**src/rtl/pupil_search_ctrl.sv**
```systemverilog
// Raster-scan search controller: issues template-match candidates to an external scorer
// and tracks the best-scoring origin, with per-candidate timeout and abort.
module pupil_search_ctrl #(
   parameter int unsigned IMG_W   = 640,
   parameter int unsigned IMG_H   = 480,
   parameter int unsigned TPL_W   = 64,
   parameter int unsigned TPL_H   = 64,
   parameter int unsigned STEP    = 8,
   parameter int unsigned SCORE_W = 32,
   parameter int unsigned TIMEOUT = 1048576
) (
   input  logic               iCLK,
   input  logic               iRST_N,
   input  logic               iStart,
   input  logic               iAbort,
   output logic               oCorr_start,
   output logic [12:0]        oXstart,
   output logic [12:0]        oYstart,
   input  logic               iCorr_done,
   input  logic [SCORE_W-1:0] iCorr_score,
   output logic               oBusy,
   output logic               oDone,
   output logic               oError,
   output logic [12:0]        oBest_X,
   output logic [12:0]        oBest_Y,
   output logic [SCORE_W-1:0] oBest_score
);

   localparam int unsigned X_LAST = IMG_W - TPL_W;
   localparam int unsigned Y_LAST = IMG_H - TPL_H;
   localparam int unsigned CNT_W  = $clog2(TIMEOUT + 1);

   typedef enum logic [2:0] {
      StIdle,
      StIssue,
      StWait,
      StUpdate,
      StNext,
      StFinish
   } state_e;

   state_e               state_q, state_d;
   logic [12:0]          x_q, x_d;
   logic [12:0]          y_q, y_d;
   logic                 first_q, first_d;
   logic                 err_q, err_d;
   logic [CNT_W-1:0]     cnt_q, cnt_d;
   logic [SCORE_W-1:0]   score_q, score_d;
   logic [12:0]          best_x_q, best_x_d;
   logic [12:0]          best_y_q, best_y_d;
   logic [SCORE_W-1:0]   best_score_q, best_score_d;
   logic [13:0]          x_sum, y_sum;

   always_ff @(posedge iCLK or negedge iRST_N) begin
      if (!iRST_N) begin
         state_q      <= StIdle;
         x_q          <= '0;
         y_q          <= '0;
         first_q      <= 1'b0;
         err_q        <= 1'b0;
         cnt_q        <= '0;
         score_q      <= '0;
         best_x_q     <= '0;
         best_y_q     <= '0;
         best_score_q <= '0;
      end else begin
         state_q      <= state_d;
         x_q          <= x_d;
         y_q          <= y_d;
         first_q      <= first_d;
         err_q        <= err_d;
         cnt_q        <= cnt_d;
         score_q      <= score_d;
         best_x_q     <= best_x_d;
         best_y_q     <= best_y_d;
         best_score_q <= best_score_d;
      end
   end

   always_comb begin
      state_d      = state_q;
      x_d          = x_q;
      y_d          = y_q;
      first_d      = first_q;
      err_d        = err_q;
      cnt_d        = cnt_q;
      score_d      = score_q;
      best_x_d     = best_x_q;
      best_y_d     = best_y_q;
      best_score_d = best_score_q;
      // One extra bit so origin + STEP never wraps before the range compare.
      x_sum        = {1'b0, x_q} + 14'(STEP);
      y_sum        = {1'b0, y_q} + 14'(STEP);

      if (state_q != StIdle && iAbort) begin
         state_d = StIdle;
      end else begin
         case (state_q)
            StIdle: begin
               if (iStart) begin
                  x_d     = '0;
                  y_d     = '0;
                  err_d   = 1'b0;
                  first_d = 1'b1;
                  state_d = StIssue;
               end
            end
            StIssue: begin
               cnt_d   = '0;
               state_d = StWait;
            end
            StWait: begin
               if (iCorr_done) begin
                  score_d = iCorr_score;
                  state_d = StUpdate;
               end else if (cnt_q == CNT_W'(TIMEOUT - 1)) begin
                  err_d   = 1'b1;
                  state_d = StIdle;
               end else begin
                  cnt_d = cnt_q + 1'b1;
               end
            end
            StUpdate: begin
               // Strict compare keeps the earliest raster candidate on ties.
               if (first_q || (score_q > best_score_q)) begin
                  best_x_d     = x_q;
                  best_y_d     = y_q;
                  best_score_d = score_q;
               end
               first_d = 1'b0;
               state_d = StNext;
            end
            StNext: begin
               if (x_sum <= 14'(X_LAST)) begin
                  x_d     = x_sum[12:0];
                  state_d = StIssue;
               end else begin
                  x_d = '0;
                  if (y_sum <= 14'(Y_LAST)) begin
                     y_d     = y_sum[12:0];
                     state_d = StIssue;
                  end else begin
                     state_d = StFinish;
                  end
               end
            end
            StFinish: begin
               state_d = StIdle;
            end
            default: begin
               state_d = StIdle;
            end
         endcase
      end
   end

   assign oCorr_start = (state_q == StIssue);
   assign oDone       = (state_q == StFinish);
   assign oBusy       = (state_q != StIdle);
   assign oError      = err_q;
   assign oXstart     = x_q;
   assign oYstart     = y_q;
   assign oBest_X     = best_x_q;
   assign oBest_Y     = best_y_q;
   assign oBest_score = best_score_q;

endmodule
```
**config.mk**
```make
export PLATFORM = sky130hd
export DESIGN_NAME = pupil_search_ctrl
export DESIGN_NICKNAME = d
export VERILOG_FILES = /design/src/rtl/pupil_search_ctrl.sv
export SDC_FILE = /design/constraint.sdc
export NUM_CORES = 1
export LEC_CHECK = 0
export CAP_MARGIN = 20
export CORE_MARGIN = 4
export CORE_UTILIZATION = 53
export DETAILED_ROUTE_END_ITERATION = 12
export GPL_TIMING_DRIVEN = 0
export PLACE_DENSITY = 0.81
export SLEW_MARGIN = 10
export SYNTH_ARGS = -nofsm -noshare
export SYNTH_HDL_FRONTEND = slang
export SYNTH_SLANG_ARGS = --single-unit
```
**constraint.sdc**
```tcl
create_clock -name iCLK -period 2.46 [get_ports iCLK]
set_input_delay 0.492 -clock iCLK [delete_from_list [all_inputs] [get_ports iCLK]]
set_output_delay 0.492 -clock iCLK [all_outputs]
set_load 0.005 [all_outputs]
```
==> impl_metrics.py, run 1 <==
metrics = {
    "global_routing": {
        "overflow": 0,
        "grt_antenna_before_repair": 0,
        "gr-usage-all-layers_pct": 22.3,
        "grt_max_degree": 94,
        "grt_pass1_vias": 5131,
        "grt_pass1_wl_mm": 25.5,
    },
    "layout": {
        "drive_gt1_share_pct": 25.0,
        "final_core_util_pct": 75.9,
        "finalInstanceArea_um2": 9160,
        "area_growth_pct": 39.3,
        "antenna_cells": 0,
        "finalNonFillerCells": 939,
        "nets": 831,
    },
    "route": {
        "wl_mm": 17.2,
        "drtIter0Drc": 310,
        "drtAntennaViolNets": 0,
        "vias": 5210,
        "dr.pass1.iters": 5,
        "viasPerCell": 5.55,
        "wire_per_inst_um": 18.3,
        "drcViolationCount": 0,
    },
    "clocking": {
        "numCtsBuffers": 17,
        "clockBufferDepth": 2,
        "insertion_delay_ns": 0.42,
        "cts.clk_slew.worst_paths_ns": 0.06,
        "cts-root-buf": "clkbuf_16",
        "cts.sinks": 130,
        "cts_tree": "yes",
        "cts_max_level": 4,
    },
    "die": {
        "num_io_pins": 125,
        "start_util_pct": 54.5,
        "core_area_um2": 12100,
        "die-height_um": 119,
        "rows": 40,
        "dieArea_um2": 14200,
        "die_w_um": 119,
    },
    "logic_synthesis": {
        "synthAdderAreaFrac_pct": 6.66,
        "synth.largest_area_cell": "dfrtp_1",
        "ys_ff_latch": 130,
        "synthSimpleGateAreaFrac_pct": 13.3,
        "postSynthAreaPerCell_um2": 11.1,
        "ys_types": 57,
        "synth_area_leaders": "dfrtp_1 (49%), mux2_2 (14%), ha_1 (6.7%)",
        "synth_compound_area_share_pct": 8.70,
        "synth-xor-area-share_pct": 2.00,
        "synth_top_area_share_pct": 49.5,
        "synth-async-reset-ratio_pct": 100,
        "synth_edf_count": 0,
        "synth_ff_type": "dfrtp_1",
        "synth_top_family_by_area": "multiplexers",
        "yosys_warnings": 0,
        "muxShareOfSynthArea_pct": 14.7,
        "syn_inst": 593,
        "syn_area_um2": 6570,
        "ys_seq_area_share_pct": 49.5,
    },
    "sta": {
        "worst_slew_pin_slew_ns": 0.691,
        "timing.slew.headroom_pct": 53.8,
        "setup_viol": 52,
        "rsz0062_at_grt": "yes",
        "hold_violations": 0,
        "setup_slack_ns": -0.105,
        "slew_viol_final": 0,
        "fmax_mhz": 390,
        "clock_skew_ns": 0.00805,
        "final.setup.tns_ns": -3.68,
        "fin_crit_sh_pct": 104,
        "final.min_clock_period_ns": 2.56,
    },
    "worst_setup_path": {
        "crit_type": "reg2reg",
        "endpoint_kind": "flip-flop",
        "start_kind": "flip-flop",
        "worstPathArrival_ns": 2.87,
        "crit_required_ns": 2.76,
        "r2r_end": "oBest_X[7]$_DFFE_PN0P_",
        "regToRegStartpoint": "score_q[1]$_DFFE_PN0P_",
        "rr_worst_depth": 10,
        "path_max_fanout": 5,
        "r2r_slack_ns": -0.10,
    },
    "placed_design": {
        "io_buffers": 112,
        "dpl_cell_area_um2": 7980,
        "dp.cells": 885,
        "place_congestion": 0.820,
        "hpwl_mm": 10.7,
    },
    "power": {
        "total_power_mw": 8.33,
        "powerDensity_nw_per_um2": 909,
        "peakVddDrop_uv": 627,
        "p_leak_nw": 4.27,
    },
    "run_status": {
        "violations": "setup timing",
        "status": "finished with violations",
    },
    "run": {
        "drv_cap": 0,
    },
    "worst_hold_path": {
        "min_path_cells": 2,
        "holdPathEnd": "oError$_DFFE_PN0P_",
        "hold_class": "reg2reg",
        "hp-start": "oError$_DFFE_PN0P_",
    },
}
## power breakdown
part / switching [mW] / internal, mW / total, mW
logic: 1.23 / 1.49 / 2.72
clock network: 0.894 / 1.72 / 2.62
registers: 0.412 / 2.59 / 3.00
total: 2.54 / 5.80 / 8.33
## how the worst max path moves through the flow
| stage | start | to | slack (ns) | cells past startpoint |
|---|---|---|---|---|
| CTS | oBest_score[25]$_DFFE_PN0P_ | oBest_X[12]$_DFFE_PN0P_ | -0.008 | 11 |
| global placement | iRST_N | oBest_X[11]$_DFFE_PN0P_ | -4.09 | 1 |
| global route | oBest_score[26]$_DFFE_PN0P_ | oBest_X[4]$_DFFE_PN0P_ | -0.21 | 11 |
| finish | score_q[1]$_DFFE_PN0P_ | oBest_X[7]$_DFFE_PN0P_ | -0.10 | 10 |
| detailed placement | oBest_score[15]$_DFFE_PN0P_ | oBest_X[12]$_DFFE_PN0P_ | -0.27 | 10 |
| floorplan | oBest_score[13]$_DFFE_PN0P_ | oBest_X[10]$_DFFE_PN0P_ | 0.19 | 10 |
## cells in the mapped netlist (13+ instances only)
library cell  count
nand3_1          18
a21o_1           13
inv_1            41
xnor2_1          13
dfrtp_1         130
buf_4            17
mux2_2           82
o21ai_0          20
a21oi_1          30
nor3_1           14
ha_1             35
nand2_1          37
nor2_1           34
## sequential cells by signal, indices dropped and copies added (netlist names), 3 cells and up
register	flops
cnt_q	21
oBest_X	10
oBest_Y	10
oBest_score	32
oXstart	10
oYstart	10
score_q	32
state_q	3
## critical path, stage by stage (launching register included)
cell,delay [ns]
dfrtp_1,0.45
ha_4,0.25
nor2b_2,0.16
o21bai_1,0.14
a21oi_1,0.08
o21ai_1,0.16
nand4_1,0.25
a31oi_4,0.29
buf_6,0.19
buf_12,0.13
mux2_2,0.33
## cells by family (layout without fill, tap and decap cells)
family | Yosys count | in the layout
buffers and inverters | 70 | 237
AND/OR/NAND/NOR | 168 | 168
XOR/XNOR | 15 | 15
multiplexers | 86 | 86
AO/OA/AOI/OAI | 88 | 88
adder cells (fa/ha/maj) | 35 | 35
flip-flops | 130 | 130
other | 1 | 12
## stage by stage
stage / worst slack (ns) / hold WS, ns
global route: -0.205 / 0.520
detailed placement: -0.270 / 0.430
global placement: -4.09 / 0.479
CTS: -0.00769 / 0.494
floorplan: 0.193 / 0.196
finish: -0.105 / 0.507
## layer usage
metal  track usage (%)  wire length, um
met1              26.7             6870
met2              39.4             9060
met5                 0                0
met3              4.94              790
met4              7.87              453
## area by class of cell
cell class / count / area, um^2
inverter: 41 / 154
buffer: 29 / 220
clock inverter: 4 / 95.1
timing repair buffer: 136 / 1400
clock buffer: 27 / 513
tap: 168 / 210
multi-input combinational: 404 / 3310
sequential: 130 / 3260
fill: 732 / 2900
## timing repair
item | CTS | global route
pin swaps | 7 | 16
hold buffers | 1 | 0
resized for setup | 14 | 63
buffers inserted | 7 | 11
setup endpoints to repair | 66 | 79
endpoints found under the hold margin | 37 | 0
cloned | 0 | 4
## placed cells by master (no fill, tap or decap), types with 6 or more instances in the layout
master	netlist	routed
and3_1	7	7
or3_1	9	9
buf_4	17	29
inv_1	41	39
a21o_1	13	13
nand2_1	37	35
and2_1	9	9
nand2b_1	6	6
dfrtp_1	130	128
xnor2_1	13	13
nand4_1	8	8
o21ai_0	20	19
a21oi_1	30	28
mux2_2	82	50
nand3_1	18	18
nor2_1	34	34
conb_1	1	12
clkbuf_16	0	21
clkbuf_1	4	9
ha_1	35	28
clkdlybuf4s50_1	0	111
nor3_1	14	10
mux2_4	0	34
No activity file was read; power rests on OpenSTA's default activity.
==> run 2, diff against run 1 <==
CORE_UTILIZATION = 45   (was 53)
PLACE_DENSITY = 0.71   (was 0.81)
==> run 2 against run 1 <==
The run still ends with setup timing left. Fmax grew 3.1%. Register-to-register slack gained 0.08 ns. Clock-buffer cell count shrank 7. Global-route usage shrank 3.3 points. Critical path depth is the same. Critical path type unchanged. Clock skew shrank 0.0022 ns. Largest cell class is now flip-flops and latches. Via count shrank 3.5%.
==> impl_metrics.py, run 2 (synthesized netlist as in run 1, its figures left out) <==
metrics = {
    "run_status": {
        "status": "finished with violations",
        "violations": "setup timing",
    },
    "worst_setup_path": {
        "path_cells": "ha_4 > nand4_1 > nor3_2 > buf_4 > a31oi_1 > nand4_1 > a31oi_4 > buf_8 > clkbuf_16 > mux2_4",
        "rr_worst_depth": 10,
        "crit_buf_inv": 3,
        "cp_top_family": "simple AND/OR/NAND/NOR gates",
        "crit_required_ns": 2.76,
        "crit_top_cell": "nand4_1",
        "max_stage_delay_ns": 0.44,
        "crit_type": "reg2reg",
        "start_kind": "flip-flop",
        "crit_path_top_delay_cell": "dfrtp_2",
        "worstPathArrival_ns": 2.79,
        "path_max_fanout": 6,
        "endpoint_kind": "flip-flop",
        "cp.depth": 10,
    },
    "global_routing": {
        "overflow": 0,
        "grt_antenna_before_repair": 0,
        "top_usage_layer": "met2",
        "grt_max_degree": 93,
        "gr-usage-met3_pct": 6.02,
        "grt_pass1_wl_mm": 25.3,
        "gr-usage-met2_pct": 31.0,
        "grt_pass1_vias": 5108,
        "use_met1_pct": 24.3,
        "gr-usage-all-layers_pct": 19.0,
    },
    "sta": {
        "holdWs_ns": 0.505,
        "rsz0062_at_grt": "yes",
        "fin_crit_sh_pct": 101,
        "final.setup.tns_ns": -0.132,
        "setup_slack_ns": -0.0279,
        "slew_viol_final": 0,
        "timing.slew.headroom_pct": 51.6,
        "final.min_clock_period_ns": 2.49,
        "hold_violations": 0,
        "fmax_mhz": 402,
        "clock_skew_ns": 0.00585,
        "worst_slew_pin_slew_ns": 0.723,
        "setup_viol": 14,
    },
    "worst_hold_path": {
        "min_path_cells": 2,
        "hold_class": "reg2reg",
    },
    "route": {
        "drcViolationCount": 0,
        "wire_per_inst_um": 16.6,
        "wl_mm": 15.9,
        "viasPerCell": 5.25,
        "vias": 5029,
        "drtIter0Drc": 272,
        "drtAntennaViolNets": 0,
        "dr.pass1.iters": 4,
    },
    "layout": {
        "drive_gt1_share_pct": 27.2,
        "final_cell_mix": "dfrtp_1 (125), clkdlybuf4s50_1 (111), mux2_2 (69)",
        "antenna_cells": 0,
        "layout_commonest_cell": "dfrtp_1",
        "area_growth_pct": 40.1,
        "nets": 837,
    },
    "die": {
        "core_area_um2": 14100,
        "num_io_pins": 125,
        "die_w_um": 129,
        "rows": 43,
        "dieArea_um2": 16600,
        "die-height_um": 129,
        "start_util_pct": 46.6,
    },
    "clocking": {
        "cts.sinks": 130,
        "cts-root-buf": "clkbuf_16",
        "numCtsBuffers": 17,
        "insertion_delay_ns": 0.42,
        "cts_tree": "yes",
        "clockBufferDepth": 2,
        "cts.clk_slew.worst_paths_ns": 0.06,
        "cts_max_level": 4,
    },
    "power": {
        "p_leak_nw": 4.22,
        "powerDensity_nw_per_um2": 900,
        "total_power_mw": 8.29,
        "peakVddDrop_uv": 723,
    },
    "placed_design": {
        "pre_cts_slack_ns": -0.302,
        "place_congestion": 0.829,
        "hpwl_mm": 10.7,
        "io_buffers": 112,
    },
    "run": {
        "drv_cap": 0,
    },
}
[run 2: changes by cell type in the layout (fill, tap and decap cells not counted), moves of 3 or more]
| cell | previous run | this run |
|---|---|---|
| mux2_4 | 34 | 15 |
| clkbuf_1 | 9 | 4 |
| buf_4 | 29 | 32 |
| ha_4 | 5 | 8 |
| clkinvlp_4 | 0 | 5 |
| dfrtp_1 | 128 | 125 |
| ha_1 | 28 | 25 |
| inv_2 | 2 | 5 |
| mux2_2 | 50 | 69 |
| dfrtp_2 | 2 | 5 |
| inv_1 | 39 | 36 |
| a21oi_2 | 2 | 5 |
[run 2: worst min-delay path, cell delays in order, from the launching register on]
cell,delay [ns]
dfrtp_1,0.35
a21oi_1,0.05
nor2_1,0.07
[run 2: layout make-up]
type / count / area, um^2
Fill cell: 1093 / 4880
Sequential cell: 130 / 3260
Multi-Input combinational cell: 405 / 3250
Timing Repair Buffer: 141 / 1460
Clock buffer: 20 / 467
Buffer: 29 / 238
Tap cell: 180 / 225
Clock inverter: 12 / 155
Inverter: 41 / 154
[run 2: worst paths after layout]
path                                    startpoint                           to  slack, ns
setup / recovery           score_q[14]$_DFFE_PN0P_  oBest_score[20]$_DFFE_PN0P_      -0.03
hold / removal                  oError$_DFFE_PN0P_           oError$_DFFE_PN0P_       0.51
setup reg to reg           score_q[14]$_DFFE_PN0P_  oBest_score[20]$_DFFE_PN0P_      -0.03
hold reg to reg                 oError$_DFFE_PN0P_           oError$_DFFE_PN0P_       0.51
max in group asynchronous                   iRST_N      score_q[14]$_DFFE_PN0P_       1.14
min in group asynchronous                   iRST_N      score_q[25]$_DFFE_PN0P_       0.54
[run 2: metrics by stage]
step                      instance area (um^2)  utilization, %  std cells
after floorplan                           6620               -        604
after global placement                    7960            56.5        896
after detailed placement                  7990            56.7        897
after CTS                                 8710            61.8        935
after global routing                      9210            65.4        958
final                                     9210            65.4        958
[run 2: power breakdown]
| group | internal, mW | switching [mW] |
|---|---|---|
| logic | 1.51 | 1.14 |
| clock network | 1.67 | 0.974 |
| registers | 2.59 | 0.412 |
| total | 5.77 | 2.52 |
[run 2: timing repair]
item	4_1_cts	5_1_grt
gates resized for setup	13	54
endpoints found under the hold margin	38	0
endpoints found under the setup margin	64	73
gates cloned	0	6
hold buffers	1	0
setup buffers	5	17
pin swaps	2	19
[run 2: per-layer routing]
layer,vias to the layer above,share of wire (%)
met5,-,0
met4,0,2.0
met3,27,5.0
met2,114,49
met1,2469,44
li1,2419,-
